$ cat src/rtl/pipe_pkg.sv
// rtl/pipe_pkg.sv - shared pipeline types and constants
// Purpose: control bundle layout, XZR index and opcode constants shared by
//          the ID/EX register, execute stage and forwarding unit.
// Ports:   none (package).
package pipe_pkg;

  typedef struct packed {
    logic       reg_write;
    logic       mem_read;
    logic       mem_write;
    logic       alu_src;
    logic [2:0] alu_op;
    logic       mem_to_reg;
    logic       branch;
  } ctrl_t;

  localparam int unsigned ZERO_REG = 31;

  localparam logic [9:0]  ADDI = 10'b1001000100;
  localparam logic [9:0]  SUBI = 10'b1101000100;
  localparam logic [10:0] STUR = 11'b11111000000;
  localparam logic [10:0] LDUR = 11'b11111000010;
  localparam logic [7:0]  CBZ  = 8'b10110100;

endpackage

$ cat src/rtl/load_use_detect.sv
// rtl/load_use_detect.sv - combinational load-use hazard term
// Purpose: flags an ID instruction that reads the destination of a load
//          currently in EX.
// Ports:   ex_valid/ex_mem_read/ex_rd - instruction in EX
//          id_valid/id_rn/id_rm/id_uses_rm - instruction in ID
//          hz - hazard, one bubble required
module load_use_detect
  import pipe_pkg::*;
#(
  parameter int REG_W   = 5,
  parameter int XZR_IDX = ZERO_REG
) (
  input  logic             ex_valid,
  input  logic             ex_mem_read,
  input  logic [REG_W-1:0] ex_rd,
  input  logic             id_valid,
  input  logic [REG_W-1:0] id_rn,
  input  logic [REG_W-1:0] id_rm,
  input  logic             id_uses_rm,
  output logic             hz
);

  localparam logic [REG_W-1:0] XZR = REG_W'(XZR_IDX);

  logic rn_match;
  logic rm_match;

  assign rn_match = (ex_rd == id_rn);
  // Rm only counts when the instruction really reads it (e.g. not for ADDI).
  assign rm_match = id_uses_rm & (ex_rd == id_rm);

  // A load into XZR writes nothing, so it can never feed a consumer.
  assign hz = ex_valid & ex_mem_read & (ex_rd != XZR) & id_valid
            & (rn_match | rm_match);

endmodule

$ cat src/rtl/id_ex_hazard_reg.sv
// rtl/id_ex_hazard_reg.sv - ID/EX pipeline register with load-use stall
// Purpose: registers decoded operands/control into EX, inserts one bubble
//          on a load-use hazard, squashes on flush, counts both events.
// Ports:   clk, rst_n (async active-low)
//          id_* - decode stage fields; flush - taken branch in EX
//          stall_id - hold PC and IF/ID this cycle (combinational)
//          ex_* - execute stage fields; stall_count/flush_count - events
module id_ex_hazard_reg #(
  parameter int DATA_W   = 64,
  parameter int REG_W    = 5,
  parameter int ZERO_REG = pipe_pkg::ZERO_REG,
  parameter int CNT_W    = 32
) (
  input  logic               clk,
  input  logic               rst_n,
  input  logic               id_valid,
  input  logic [31:0]        id_instruction,
  input  logic [REG_W-1:0]   id_rn,
  input  logic [REG_W-1:0]   id_rm,
  input  logic               id_uses_rm,
  input  logic [REG_W-1:0]   id_rd,
  input  logic [DATA_W-1:0]  id_data_a,
  input  logic [DATA_W-1:0]  id_data_b,
  input  logic [DATA_W-1:0]  id_imm,
  input  pipe_pkg::ctrl_t    id_ctrl,
  input  logic               flush,
  output logic               stall_id,
  output logic               ex_valid,
  output logic [31:0]        ex_instruction,
  output logic [REG_W-1:0]   ex_rn,
  output logic [REG_W-1:0]   ex_rm,
  output logic [REG_W-1:0]   ex_rd,
  output logic [DATA_W-1:0]  ex_data_a,
  output logic [DATA_W-1:0]  ex_data_b,
  output logic [DATA_W-1:0]  ex_imm,
  output pipe_pkg::ctrl_t    ex_ctrl,
  output logic [CNT_W-1:0]   stall_count,
  output logic [CNT_W-1:0]   flush_count
);

  typedef enum logic {RUN, STALL} state_t;

  localparam logic [CNT_W-1:0] CNT_ONE = CNT_W'(1);
  localparam logic [CNT_W-1:0] CNT_MAX = '1;

  state_t state;
  logic   hz;
  logic   stall_now;
  logic   bubble;

  load_use_detect #(
    .REG_W   (REG_W),
    .XZR_IDX (ZERO_REG)
  ) u_detect (
    .ex_valid    (ex_valid),
    .ex_mem_read (ex_ctrl.mem_read),
    .ex_rd       (ex_rd),
    .id_valid    (id_valid),
    .id_rn       (id_rn),
    .id_rm       (id_rm),
    .id_uses_rm  (id_uses_rm),
    .hz          (hz)
  );

  // In STALL, EX holds a bubble so hz is already 0; the state term keeps
  // the intent explicit. Flush overrides any stall request.
  assign stall_now = (state == RUN) & hz & ~flush;
  assign stall_id  = stall_now;
  assign bubble    = flush | stall_now;

  always_ff @(posedge clk or negedge rst_n) begin
    if (!rst_n) begin
      state          <= RUN;
      ex_valid       <= 1'b0;
      ex_instruction <= '0;
      ex_rn          <= '0;
      ex_rm          <= '0;
      ex_rd          <= '0;
      ex_data_a      <= '0;
      ex_data_b      <= '0;
      ex_imm         <= '0;
      ex_ctrl        <= '0;
      stall_count    <= '0;
      flush_count    <= '0;
    end else begin
      if (bubble) begin
        // Bubble is fully zeroed so it can never carry reg_write/mem_write.
        ex_valid       <= 1'b0;
        ex_instruction <= '0;
        ex_rn          <= '0;
        ex_rm          <= '0;
        ex_rd          <= '0;
        ex_data_a      <= '0;
        ex_data_b      <= '0;
        ex_imm         <= '0;
        ex_ctrl        <= '0;
      end else begin
        ex_valid       <= id_valid;
        ex_instruction <= id_instruction;
        ex_rn          <= id_rn;
        ex_rm          <= id_rm;
        ex_rd          <= id_rd;
        ex_data_a      <= id_data_a;
        ex_data_b      <= id_data_b;
        ex_imm         <= id_imm;
        ex_ctrl        <= id_valid ? id_ctrl : '0;
      end

      state <= stall_now ? STALL : RUN;

      if (flush && flush_count != CNT_MAX) begin
        flush_count <= flush_count + CNT_ONE;
      end
      if (stall_now && stall_count != CNT_MAX) begin
        stall_count <= stall_count + CNT_ONE;
      end
    end
  end

endmodule
$ cat config.mk
export PLATFORM = sky130hd
export DESIGN_NAME = id_ex_hazard_reg
export DESIGN_NICKNAME = d
export VERILOG_FILES = /design/src/rtl/pipe_pkg.sv /design/src/rtl/load_use_detect.sv /design/src/rtl/id_ex_hazard_reg.sv
export SDC_FILE = /design/constraint.sdc
export NUM_CORES = 1
export LEC_CHECK = 0
export BUFFER_PORTS_ARGS = -buffer_cell sky130_fd_sc_hd__clkbuf_2
export CORE_AREA = 4 4 219 221
export CTS_CLUSTER_SIZE = 8
export DETAILED_ROUTE_END_ITERATION = 12
export DIE_AREA = 0 0 223 225
export HOLD_SLACK_MARGIN = 0.1
export RECOVER_POWER = 50
export SLEW_MARGIN = 0
export SYNTH_ARGS = -nofsm -noshare
export SYNTH_HDL_FRONTEND = slang
export SYNTH_HIERARCHICAL = 1
export SYNTH_SLANG_ARGS = --single-unit
$ cat constraint.sdc
create_clock -name clk -period 4.8 [get_ports clk]
set_input_delay 0.48 -clock clk [delete_from_list [all_inputs] [get_ports clk]]
set_output_delay 0.48 -clock clk [all_outputs]
set_load 0.03 [all_outputs]
======== Word level (Yosys, flattened, before mapping) ========
Index checks and enable logic that the tools add are counted.
cells by class
  reductions and logical operators ........ 2
  equality and inequality tests ........... 5
  bitwise gates (word level) .............. 11
  add/subtract/negate cells ............... 2
  multiplexer cells ....................... 11
operators by type and width
  operator               count
  $mux 64                3
  $add 32x1->32 const B  2
  $ne 32x32->1 const B   2
  $mux 32                1
  $mux 9                 2
  $mux 5                 3
  $eq 5x5->1             2
  $and 1x1->1            7
  $ne 5x5->1 const B     1
  $logic_and 1x1->1      2
  $mux 1                 2
  $not 1->1              2
  $or 1x1->1             2
word-level totals
  bits of input ports ..................... 253
  bits in registers ....................... 314
  output and inout bits ................... 314

======== Longest topological paths before layout ========
  word-level depth ........................ 8
  gate-level depth with buffers ........... 10

======== Modules after synthesis ========
Netlist, hierarchy kept.
modules (own cells, without submodules)
  module            sequential area each (um2)  instances  area an instance (um2)  cells an instance
  id_ex_hazard_reg  7857.5                      1          11061.9                 825
  load_use_detect   0.0                         1          131.4                   18

======== Worst setup path after synthesis ========
No wires, ideal clock.
  kind .................................... reg-to-reg
  from .................................... register ex_rd[2]
  to ...................................... register stall_count[19]
  period minus slack after synthesis ...... 2899 ps
  arrival time ............................ 2764 ps
  buffers on the path ..................... 1
  cell stages (with the launch flop) ...... 11
  library setup time ...................... 135 ps
  slack ................................... 1901 ps
  cell sequence ........................... dfrtp_1 -> xor2_1 -> nor4_1 -> nand3_1 -> a21oi_1 -> or3b_1 -> buf_2 -> or4_1 -> a31oi_2 -> nand4_1 -> xnor2_1
between the ends
  cells in the longest elaborated chain, start to end .. 7
  elaborated cells on any way between the ends .. 11
  classes of those cells .................. 3 x eq/ne; 7 x bitwise; 1 x reduce/logical
RTL lines
  what                                       line                                          text
  start, declared                            id_ex_hazard_reg.sv:32                        output logic [REG_W-1:0] ex_rd,
  start signal, assigned                     id_ex_hazard_reg.sv:102                       ex_rd <= id_rd;
  $ne 5x5->1 or $eq 5x5->1 (tied branches)   load_use_detect.sv:33, load_use_detect.sv:30
  $and 1x1->1, on equally long branches      load_use_detect.sv:33, load_use_detect.sv:30
  $and 1x1->1 or $or 1x1->1 (tied branches)  load_use_detect.sv:33, load_use_detect.sv:34
  $and 1x1->1 (*)                            load_use_detect.sv:34                         & (rn_match | rm_match);
  net hz                                     id_ex_hazard_reg.sv:47                        logic hz;
  $and 1x1->1 (*) (2 in series)              id_ex_hazard_reg.sv:67                        assign stall_now = (state == RUN) & hz & ~flush;
  $logic_and 1x1->1 (*)                      id_ex_hazard_reg.sv:114                       if (stall_now && stall_count != CNT_MAX) begin
  end signal, assigned                       id_ex_hazard_reg.sv:115                       stall_count <= stall_count + CNT_ONE;
  end, declared                              id_ex_hazard_reg.sv:37                        output logic [CNT_W-1:0] stall_count,
Mark *: on every way through the listed nets, which the timed path passes. The rest lies on a longest branch.
A chain may end at the register's enable or synchronous reset.

======== Worst setup path in the final report ========
  from .................................... register ex_rd[2]
  to ...................................... output port stall_id
between the ends
  cells in the longest elaborated chain, start to end .. 6
  elaborated cells on any way between the ends .. 10
  classes of those cells .................. 3 x eq/ne; 7 x bitwise
RTL lines
  what                                       line                                          text
  $ne 5x5->1 or $eq 5x5->1 (tied branches)   load_use_detect.sv:33, load_use_detect.sv:30
  $and 1x1->1, on equally long branches      load_use_detect.sv:33, load_use_detect.sv:30
  $and 1x1->1 or $or 1x1->1 (tied branches)  load_use_detect.sv:33, load_use_detect.sv:34
  $and 1x1->1 (*)                            load_use_detect.sv:34
  net hz                                     id_ex_hazard_reg.sv:47
  $and 1x1->1 (*) (2 in series)              id_ex_hazard_reg.sv:67
  end, declared                              id_ex_hazard_reg.sv:27                        output logic stall_id,
Marks and branches as above.

==> metrics.md <==
| Metric | Value |
|---|---|
| Post-synth net total | `1,098` |
| Yosys Warn Count | `6` |
| Cts bufs inserted | `45` |
| Drt total wl | `42.8 mm` |
| Most common cell in the netlist | `dfrtp_1` |
| Root Buffer | `clkbuf_16` |
| Final setup viols | `0` |
| Mean Syn Cell Area | `13.3 um^2` |
| Initial drt markers | `388` |
| Post-synth top area share | `70.2%` |
| Area of the multi-input gates | `0.00317 mm^2` |
| Synth area leaders | `dfrtp_1, and2_1, xnor2_1, xor2_1, nand4_1` |
| Final period util | `73.4%` |
| Status | `finished, violations left` |
| Fmax | `284 MHz` |
| Global-route wire length before repair | `63.7 mm` |
| CP Class | `register to primary output` |
| Max incr delay on CP | `0.54 ns` |
| Setup tns final | `0 ns` |
| Initial antenna violation count | `7` |
| # rows | `79` |
| Buf/Inv on CP | `2` |
| Distinct cells, synth | `36` |
| Largest fanout on the critical path | `9` |
| Detail Placement HPWL | `31.7 mm` |
| Clk_lat worst skew | `0.56 ns` |
| H-tree Lvls | `2` |
| Total track usage | `16.6%` |
| RSZ-0062 raised after global routing | `no` |
| PortBufs | `566` |
| Syn Inst Count | `843` |
| WL per Instance | `19.4 um` |
| Power per standard cell area | `379 mW/mm^2` |
| Hold Path Class | `input pin to register` |
| # IOs | `567` |
| Vias | `9,239` |
| Width of the chip | `223 um` |
| Ys flop type | `dfrtp_1` |
| Post-DRT Antenna Nets | `0` |
| Headroom to the max-slew limit | `-67.0%` |
| Core Region | `0.0462 mm^2` |
| Share of layout cells above drive strength 1 | `24.2%` |
| Final Hold Fails | `0` |
| CTS tree | `built` |
| CP endpoint kind | `primary output` |
| Num Clock Sinks | `314` |
| VDD IR max | `308 uV` |
| FILL cells | `4,659` |
| Number of flops mapped to enable cells by yosys | `0` |
| CP cell instances | `xor2_1 -> nor4_1 -> nand3_1 -> a21oi_1 -> or3b_1 -> inv_1 -> clkbuf_2` |
| Overflow after GRT | `0` |
| Max-slew violation count | `96` |
| Most frequent cells after synthesis | `dfrtp_1, and2_1, xnor2_1` |
| Delay-heaviest family, CP | `simple AND/OR/NAND/NOR gates` |
| Drt pass-1 iters | `6` |
| Worst path arrival time | `3.04 ns` |
| Layout net count | `1,844` |
| Die Y-Extent | `225 um` |
| Sequential-to-total area share from yosys stat | `70.2%` |
| Initial Util | `24.2%` |
| Fin Clk Skew | `0.0167 ns` |
| Remaining DRCs | `0` |
| Vias per cell | `4.18` |
| Post-route minimum period | `3.52 ns` |
| Synth-to-layout area growth | `54.1%` |
| Async S/R FF share, synth | `100%` |
| LEAKAGE | `8.37 nW` |
| Clk slew on worst S/H paths | `0.05 ns` |
| Setup crit start kind | `register` |
| Worst Tran Pin Value | `2.50 ns` |
| Min Hold Slack | `0.146 ns` |
| Violated checks | `max-capacitance violations, max-slew violations` |
| Clk buf depth | `3` |
| Seq cells post-synth | `314` |
| Final GP Congestion | `0.952` |
| Area leader, netlist | `dfrtp_1` |
| DIE AREA | `0.0502 mm^2` |
| WP data required | `4.32 ns` |
| Number of global-route vias before repair | `10,200` |
| Post-CTS Setup Inserts | `0` |
| Mapped Area | `0.0112 mm^2` |
| Register area | `0.00786 mm^2` |
| Largest net degree at the start of global routing | `98` |
| Max cap viols | `1` |
| Slowest cell on crit path | `or3b_1` |
==> logic make-up (layout without fill, tap and decap cells) <==
| logic type | after synthesis | count (layout) | synth area share, % |
|---|---|---|---|
| AOI/OAI and AO/OA | 4 | 4 | 0.279 |
| xor gates and xnor gates | 72 | 72 | 5.63 |
| adders and majority gates | 2 | 2 | 0.224 |
| buffers and inverters | 41 | 793 | 1.61 |
| DFF | 314 | 314 | 70.2 |
| muxes | 2 | 2 | 0.201 |
| other | 0 | 6 | 0 |
| and+or+nand+nor | 408 | 408 | 21.9 |
==> registers in the layout, summed over array words and instances, names as in the netlist <==
register / count
state: 1
ex_data_b: 64
ex_ctrl: 9
ex_data_a: 64
stall_count: 32
ex_imm: 64
ex_rd: 5
flush_count: 32
ex_valid: 1
ex_instruction: 32
ex_rm: 5
ex_rn: 5
==> cell type report <==
class / count / area share, %
diodes: 6 / 0.0871
repair buffers: 736 / 24.6
inverters: 4 / 0.0871
flip-flops and latches: 314 / 45.6
clock buffers: 50 / 6.70
clock inverters: 3 / 0.218
well taps: 607 / 4.40
multi-input cells: 488 / 18.4
==> routing by layer <==
layer / GRT usage, % / up-vias / part of all wire, %
li1: - / 4216 / -
met1: 18.4 / 4565 / 36
met2: 29.1 / 391 / 51
met3: 6.49 / 65 / 9.7
met4: 6.01 / 2 / 2.9
met5: 0 / - / 0.028
==> per-stage QoR <==
stage	utilization (%)	power, mW	instances	cell area (um^2)	setup WS (ns)
after global routing	37.4	6.84	2208	17200	1.10
after floorplan	-	3.31	843	11200	1.90
final	37.4	6.54	2208	17200	1.28
after detailed placement	31.9	3.70	1986	14700	1.34
after global placement	31.9	3.69	1986	14700	1.36
after CTS	38.0	6.70	2202	17500	1.19
==> layout by cell type (no fill, tap or decap), types with 2 or more instances in the layout <==
cell,n
clkbuf_1,247
and4_1,7
or4_1,2
and4b_1,2
and3_1,19
inv_6,2
and2_1,241
nor2_1,19
nand4b_1,2
diode_2,6
nand4_1,25
xor2_1,34
ha_1,2
nand3_2,2
buf_12,2
nor3_1,16
nor4_1,8
xnor2_1,38
dlygate4sd3_1,163
buf_4,5
clkbuf_16,45
nor4b_1,2
nand3_1,26
dfrtp_1,314
nand2_1,28
clkbuf_2,323
or3_1,3
inv_1,4
==> worst register-to-register path, delay by kind of cell (launching register included) <==
kind | cells | cell delay (ns)
and+or+nand+nor | 5 | 1.72
DFF | 1 | 0.42
xor gates and xnor gates | 2 | 0.34
AOI/OAI and AO/OA | 2 | 0.74
==> power breakdown <==
part           switching (mW)  internal, mW
Sequential             0.0738          2.79
Clock                    1.13          1.68
Combinational           0.565         0.309
Total                    1.77          4.77
==> path summary, 6_finish.rpt <==
| kind | startpoint | endpoint | slack [ns] | cells past startpoint |
|---|---|---|---|---|
| min reg2reg | flush_count[6] | flush_count[6] | 0.50 | 1 |
| max | ex_rd[2] | stall_id | 1.28 | 7 |
| min in group asynchronous | rst_n | stall_count[24] | 1.26 | 2 |
| max reg2reg | ex_rd[2] | stall_count[21] | 1.47 | 9 |
| max in group asynchronous | rst_n | ex_data_a[23] | 1.84 | 3 |
| min | id_data_a[39] | ex_data_a[39] | 0.15 | 2 |
==> what timing repair did <==
action	4_1_cts	5_1_grt
hold endpoints to repair	256	0
resized for setup	0	0
hold buffers	163	0
No activity file was read; power rests on OpenSTA's default activity.
